--- config.mk ---
export PLATFORM = sky130hd
export DESIGN_NAME = ts_frame_decoder
export DESIGN_NICKNAME = d
export VERILOG_FILES = /design/src/rtl/ts_frame_decoder.sv
export SDC_FILE = /design/constraint.sdc
export NUM_CORES = 1
export LEC_CHECK = 0
export BUFFER_PORTS_ARGS = -buffer_cell sky130_fd_sc_hd__buf_2
export CAP_MARGIN = 20
export CELL_PAD_IN_SITES_DETAIL_PLACEMENT = 0
export CELL_PAD_IN_SITES_GLOBAL_PLACEMENT = 1
export CORE_MARGIN = 1.5
export CORE_UTILIZATION = 41
export DETAILED_ROUTE_END_ITERATION = 16
export PLACE_DENSITY_LB_ADDON = 0.15
export REMOVE_ABC_BUFFERS = 1
export SYNTH_ARGS = -nofsm -noshare
export SYNTH_HDL_FRONTEND = slang
export SYNTH_SLANG_ARGS = --single-unit
--- constraint.sdc ---
create_clock -name rx_clk -period 4.8 [get_ports rx_clk]
set_input_delay 0.96 -clock rx_clk [delete_from_list [all_inputs] [get_ports rx_clk]]
set_output_delay 0.96 -clock rx_clk [all_outputs]
set_load 0.02 [all_outputs]
--- src/rtl/ts_frame_decoder.sv ---
// Per-link TS frame decoder: finds K28.5-delimited fixed-length frames, checks them, tracks lock; 2-cycle latency, no backpressure.
// Define TS_CHECKSUM_EN to require the last word's [7:0] to equal the mod-256 byte sum of the frame.
module ts_frame_decoder #(
  parameter int         FRAME_WORDS  = 7,
  parameter int         LOCK_COUNT   = 4,
  parameter int         UNLOCK_COUNT = 2,
  parameter logic [7:0] COMMA        = 8'hBC
) (
  input  logic        rx_clk,
  input  logic        reset,
  input  logic [15:0] rx_d,
  input  logic [1:0]  rx_k,
  input  logic        rx_err,
  output logic [15:0] out_d,
  output logic        out_valid,
  output logic        out_sof,
  output logic        out_eof,
  output logic        out_bad,
  output logic        locked,
  output logic [31:0] good_count,
  output logic [31:0] bad_count
);
  localparam int IW = $clog2(FRAME_WORDS);
  localparam int SW = $clog2(LOCK_COUNT + UNLOCK_COUNT + 1);
  localparam logic [IW-1:0] LAST_IDX = IW'(FRAME_WORDS - 1);
  localparam logic [SW-1:0] LOCK_N   = SW'(LOCK_COUNT);
  localparam logic [SW-1:0] UNLOCK_N = SW'(UNLOCK_COUNT);

  typedef enum logic [1:0] {SEEK, COLLECT, EXPECT} state_t;

  state_t        r_state, w_state_nx;
  logic [IW-1:0] r_idx, w_idx_nx;
  logic          r_emit, w_emit_nx;
  logic          r_fbad, w_fbad_nx;
  logic          w_comma, w_last_pos, w_ck_bad;
  logic          w_start, w_abort, w_fend, w_fend_bad, w_miss;
  logic          w_word_vld, w_word_last;

  logic [SW-1:0] r_good_streak, r_unl_streak, w_good_nx, w_unl_nx;
  logic          r_locked, w_locked_nx;
  logic          w_good_inc;
  logic [1:0]    w_bad_inc;
  logic [31:0]   r_good_cnt, r_bad_cnt;
  logic [32:0]   w_good_sum, w_bad_sum;

  logic          r_h_vld, r_h_sof, r_h_last, r_h_bad;
  logic [15:0]   r_h_d;
  logic          r_out_vld, r_out_sof, r_out_eof, r_out_bad;
  logic [15:0]   r_out_d;

  assign w_comma    = (rx_k == 2'b01) && (rx_d[7:0] == COMMA);
  assign w_last_pos = (r_idx == LAST_IDX);

`ifdef TS_CHECKSUM_EN
  logic [7:0] r_csum;

  // Running sum seeded with the bunch counter, then both bytes of each non-final payload word.
  always_ff @(posedge rx_clk) begin
    if (reset) begin
      r_csum <= '0;
    end else if (w_start) begin
      r_csum <= rx_d[15:8];
    end else if (r_state == COLLECT && !w_last_pos) begin
      r_csum <= r_csum + rx_d[15:8] + rx_d[7:0];
    end
  end

  assign w_ck_bad = (rx_d[7:0] != r_csum);
`else
  assign w_ck_bad = 1'b0;
`endif

  always_comb begin
    w_state_nx  = r_state;
    w_idx_nx    = r_idx;
    w_emit_nx   = r_emit;
    w_fbad_nx   = r_fbad;
    w_start     = 1'b0;
    w_abort     = 1'b0;
    w_fend      = 1'b0;
    w_fend_bad  = 1'b0;
    w_miss      = 1'b0;
    w_word_vld  = 1'b0;
    w_word_last = 1'b0;
    case (r_state)
      SEEK: begin
        if (w_comma) w_start = 1'b1;
      end
      COLLECT: begin
        if (w_comma) begin
          w_abort    = 1'b1;
          w_fend     = 1'b1;
          w_fend_bad = 1'b1;
          w_start    = 1'b1;
        end else begin
          w_word_vld = r_emit;
          w_fbad_nx  = r_fbad | rx_err | (|rx_k);
          if (w_last_pos) begin
            w_word_last = 1'b1;
            w_fend      = 1'b1;
            w_fend_bad  = w_fbad_nx | w_ck_bad;
            w_state_nx  = EXPECT;
          end else begin
            w_idx_nx = r_idx + IW'(1);
          end
        end
      end
      EXPECT: begin
        if (w_comma) begin
          w_start = 1'b1;
        end else begin
          w_miss     = 1'b1;
          w_state_nx = SEEK;
        end
      end
      default: w_state_nx = SEEK;
    endcase
    // Emission is decided once, on the lock state seen by the comma word.
    if (w_start) begin
      w_state_nx = COLLECT;
      w_idx_nx   = IW'(1);
      w_emit_nx  = r_locked;
      w_fbad_nx  = rx_err;
      w_word_vld = r_locked;
    end
  end

  always_ff @(posedge rx_clk) begin
    if (reset) begin
      r_state <= SEEK;
      r_idx   <= '0;
      r_emit  <= 1'b0;
      r_fbad  <= 1'b0;
    end else begin
      r_state <= w_state_nx;
      r_idx   <= w_idx_nx;
      r_emit  <= w_emit_nx;
      r_fbad  <= w_fbad_nx;
    end
  end

  // A frame end is applied before an alignment miss in the same cycle.
  always_comb begin
    w_good_nx   = r_good_streak;
    w_unl_nx    = r_unl_streak;
    w_locked_nx = r_locked;
    w_good_inc  = 1'b0;
    w_bad_inc   = 2'd0;
    if (w_fend) begin
      if (w_fend_bad) begin
        w_bad_inc = w_bad_inc + 2'd1;
        w_good_nx = '0;
        if (w_unl_nx != UNLOCK_N) w_unl_nx = w_unl_nx + SW'(1);
        if (w_unl_nx == UNLOCK_N) w_locked_nx = 1'b0;
      end else begin
        w_good_inc = 1'b1;
        w_unl_nx   = '0;
        if (w_good_nx != LOCK_N) w_good_nx = w_good_nx + SW'(1);
        if (w_good_nx == LOCK_N) w_locked_nx = 1'b1;
      end
    end
    if (w_miss) begin
      w_bad_inc = w_bad_inc + 2'd1;
      w_good_nx = '0;
      if (w_unl_nx != UNLOCK_N) w_unl_nx = w_unl_nx + SW'(1);
      if (w_unl_nx == UNLOCK_N) w_locked_nx = 1'b0;
    end
  end

  assign w_good_sum = {1'b0, r_good_cnt} + {32'd0, w_good_inc};
  assign w_bad_sum  = {1'b0, r_bad_cnt} + {31'd0, w_bad_inc};

  always_ff @(posedge rx_clk) begin
    if (reset) begin
      r_good_streak <= '0;
      r_unl_streak  <= '0;
      r_locked      <= 1'b0;
      r_good_cnt    <= '0;
      r_bad_cnt     <= '0;
    end else begin
      r_good_streak <= w_good_nx;
      r_unl_streak  <= w_unl_nx;
      r_locked      <= w_locked_nx;
      r_good_cnt    <= w_good_sum[32] ? 32'hFFFF_FFFF : w_good_sum[31:0];
      r_bad_cnt     <= w_bad_sum[32]  ? 32'hFFFF_FFFF : w_bad_sum[31:0];
    end
  end

  // Holding stage: eof/bad land on the held word once the current word decides the frame's fate.
  always_ff @(posedge rx_clk) begin
    if (reset) begin
      r_h_vld   <= 1'b0;
      r_h_d     <= '0;
      r_h_sof   <= 1'b0;
      r_h_last  <= 1'b0;
      r_h_bad   <= 1'b0;
      r_out_vld <= 1'b0;
      r_out_d   <= '0;
      r_out_sof <= 1'b0;
      r_out_eof <= 1'b0;
      r_out_bad <= 1'b0;
    end else begin
      r_out_vld <= r_h_vld;
      r_out_d   <= r_h_vld ? r_h_d : '0;
      r_out_sof <= r_h_vld & r_h_sof;
      r_out_eof <= r_h_vld & (r_h_last | w_abort);
      r_out_bad <= r_h_vld & ((r_h_last & r_h_bad) | w_abort);
      r_h_vld   <= w_word_vld;
      r_h_d     <= rx_d;
      r_h_sof   <= w_start;
      r_h_last  <= w_word_last;
      r_h_bad   <= w_word_last & w_fend_bad;
    end
  end

  assign out_d      = r_out_d;
  assign out_valid  = r_out_vld;
  assign out_sof    = r_out_sof;
  assign out_eof    = r_out_eof;
  assign out_bad    = r_out_bad;
  assign locked     = r_locked;
  assign good_count = r_good_cnt;
  assign bad_count  = r_bad_cnt;

endmodule

==> results_dict.tcl <==
set metrics [dict create \
    cts_max_path_buffers 2 \
    worstReg2RegStart "r_idx[0]$_SDFFE_PP0P_" \
    fin_cells 803 \
    drv_slew 0 \
    grt_pass1_vias 3857 \
    worstHoldStart "r_h_d[5]$_SDFF_PP0_" \
    critPathLaunchType "input pin" \
    clockRootBuffer "clkbuf_16" \
    synth-edff-count 0 \
    syn_area_mm2 0.004995 \
    grt.total_usage_pct 17.94 \
    die_y_um 113.4 \
    num_vias 4181 \
    fin_skew_ns 0.008242 \
    tightest_slew_ns 1.048 \
    max_freq_mhz 246.9 \
    critPathMaxFanout 25 \
    synth_top_family_by_area "simple AND/OR/NAND/NOR gates" \
    fp.dieW_um 113.4 \
    synthXorXnorAreaFrac_pct 7.540 \
    finalNetCount 678 \
    worstRegToRegCells 16 \
    path_buf_inv 4 \
    irDropWorstVdd_uv 183.3 \
    antenna_found_initial 0 \
    avgSynthCellArea_um2 9.233 \
    seq_area_frac_synth_pct 47.29 \
    synth_area_leaders "dfxtp_1, a21oi_1, xor2_1" \
    ctsResizeCount 0 \
    whs_ns 0.4229 \
    power_density_mw_per_mm2 366.1 \
    fin_crit_sh_pct 84.36 \
    yosysWarnings 0 \
    synth_common_cells "dfxtp_1, a21oi_1, nand2_1" \
    final_core_util_pct 52.15 \
    cts_buffers 17 \
    drv_cap 0 \
    async_reset_ff_share_pct 0 \
    rsz0062_at_grt "no" \
    syn_inst 541 \
    hold_depth 1 \
    setup_tns_ns 0 \
    cts_setup_buffers 0 \
    critPathLaunch "rx_k[1]" \
    drc 0 \
    leakagePower_uw 0.002703 \
    worstPathCellList "buf_2 > or4b_4 > nor4_4 > nor2_1 > inv_1 > ha_1 > ha_1 > inv_1 > fa_1 > nor2b_1 > and3_1 > and4_1 > nand2_1 > buf_4 > a21oi_1" \
    p_total_uw 2284 \
    drive_gt1_share_pct 23.78 \
    path_depth 15 \
    core_region_area_mm2 0.01196 \
    crit_type "in -> reg" \
    rrSetupSlack_ns 1.15 \
    dr.pass1.iters 5 \
    gp_congestion 0.8117 \
    synthAdderAreaFrac_pct 3.657 \
    fillers 1138 \
    clock-sinks 118 \
    ys_ff_latch 118 \
    grt_max_degree 100 \
    yosysMostFrequentCell "dfxtp_1" \
    r2r_end "bad_count[13]$_SDFF_PP0_" \
    arrival_ns 4.38 \
    die-area_mm2 0.01285 \
    setup_viol 0 \
    synth_compound_area_share_pct 11.87 \
    ant_nets 0 \
    synth_cell_type_count 54 \
    num_io_pins 106 \
    hold_viol 0 \
    tritoncts "yes" \
    crit_path_max_incr_delay_ns 0.58 \
    dp.cells 770 \
    yosysTopAreaCellShare_pct 47.29 \
    gr-total-overflow 0 \
    yosys.area.top_type "dfxtp_1" \
    htree_levels 4 \
    via_per_inst 5.207 \
    clk_pin_slew_worst_paths_ns 0.06 \
    critPathCaptureType "register" \
    io_buffers 105 \
    fin_crit_ns 4.050 \
    area_growth_pct 24.90 \
    status "finished clean" \
    synth.area.mux_share_pct 1.027 \
    cts_hold_buf 0 \
    initial_core_util_pct 41.76 \
    clk_latency_ns 0.42 \
    synth_simple_gate_area_share_pct 25.58 \
    hpwl_um 7415 \
    required_ns 5.13 \
    whs_endpoint "out_d[5]$_SDFF_PP0_" \
    num_rows 40 \
    synthFlopType "dfxtp_1" \
    wl_um 11060 \
    hold_class "reg -> reg" \
    slew_headroom_pct 30.13 \
    wire_per_inst_um 13.78 \
    crit_family "simple AND/OR/NAND/NOR gates" \
    diodes 0 \
    grt_pass1_wl_um 18490 \
    worst_path_max_delay_cell "or4b_4" \
    first_iter_violations 217 \
]
[how the worst max path moves through the flow]
stage                                           to  slack (ns)
after floorplan           bad_count[27]$_SDFF_PP0_        0.26
after global placement     bad_count[0]$_SDFF_PP0_        0.43
after detailed placement   bad_count[1]$_SDFF_PP0_        0.35
after CTS                 bad_count[13]$_SDFF_PP0_        0.76
after global routing       bad_count[2]$_SDFF_PP0_        0.48
final                     bad_count[13]$_SDFF_PP0_        0.75
[layer usage]
| layer | wire length, µm | up-vias | track usage (%) |
|---|---|---|---|
| met5 | 0 | - | 0 |
| met4 | 74 | 0 | 7.500 |
| met2 | 5093 | 90 | 27.64 |
| met1 | 5408 | 1972 | 23.40 |
| met3 | 487 | 7 | 5.579 |
| li1 | - | 2112 | - |
[layout by cell type (no fill, tap or decap), types with 4 or more instances in the layout]
cell type | Yosys | routed
a211oi_1 | 6 | 6
a21oi_1 | 68 | 68
a31oi_1 | 7 | 7
and2_1 | 21 | 21
and3_1 | 17 | 17
and4_1 | 15 | 15
buf_2 | 1 | 104
buf_4 | 0 | 6
clkbuf_16 | 0 | 17
clkinv_4 | 0 | 7
dfxtp_1 | 118 | 118
ha_1 | 13 | 13
inv_1 | 13 | 13
mux2i_1 | 4 | 4
nand2_1 | 38 | 38
nand2b_1 | 4 | 4
nand3_1 | 24 | 24
nand4_1 | 12 | 12
nor2_1 | 29 | 29
nor2b_1 | 21 | 21
nor3_1 | 11 | 11
or2_2 | 4 | 4
or3_1 | 4 | 4
xnor2_1 | 10 | 10
xor2_1 | 33 | 33
[registers in the layout (all words and copies together) (netlist names), 2 cells and up]
name           flops
r_idx              3
r_unl_streak       3
good_count        32
r_state            2
bad_count         32
r_h_d             16
out_d             16
r_good_streak      3
[area by class of cell]
cell class                      instances  area (µm²)  area share [%]
Multi-Input combinational cell        383        2481           39.77
Clock inverter                         15       171.4           2.748
Tap cell                              147       183.9           2.948
Sequential cell                       118        2362           37.87
Timing Repair Buffer                  110       565.5           9.065
Clock buffer                           17       425.4           6.819
Inverter                               13       48.80          0.7822
[through the flow]
step | setup WS (ns) | cell area (µm²)
3_5_place_dp | 0.3496 | 5634
4_1_cts | 0.7599 | 6231
6_report | 0.7505 | 6238
3_3_place_gp | 0.4336 | 5634
5_1_grt | 0.4800 | 6238
2_1_floorplan | 0.2646 | 4892
[where the power goes]
part | switching [µW] | internal, µW
logic | 20.2 | 11.4
clock network | 489 | 775
registers | 1.36 | 987
[cells by family (layout without fill, tap and decap cells)]
group	Yosys count	after routing
and+or+nand+nor	220	220
muxes	5	5
DFF	118	118
adders and majority gates	14	14
xor gates and xnor gates	43	43
buffers and inverters	40	155
AOI/OAI and AO/OA	101	101
(Power assumes the default switching activity.)
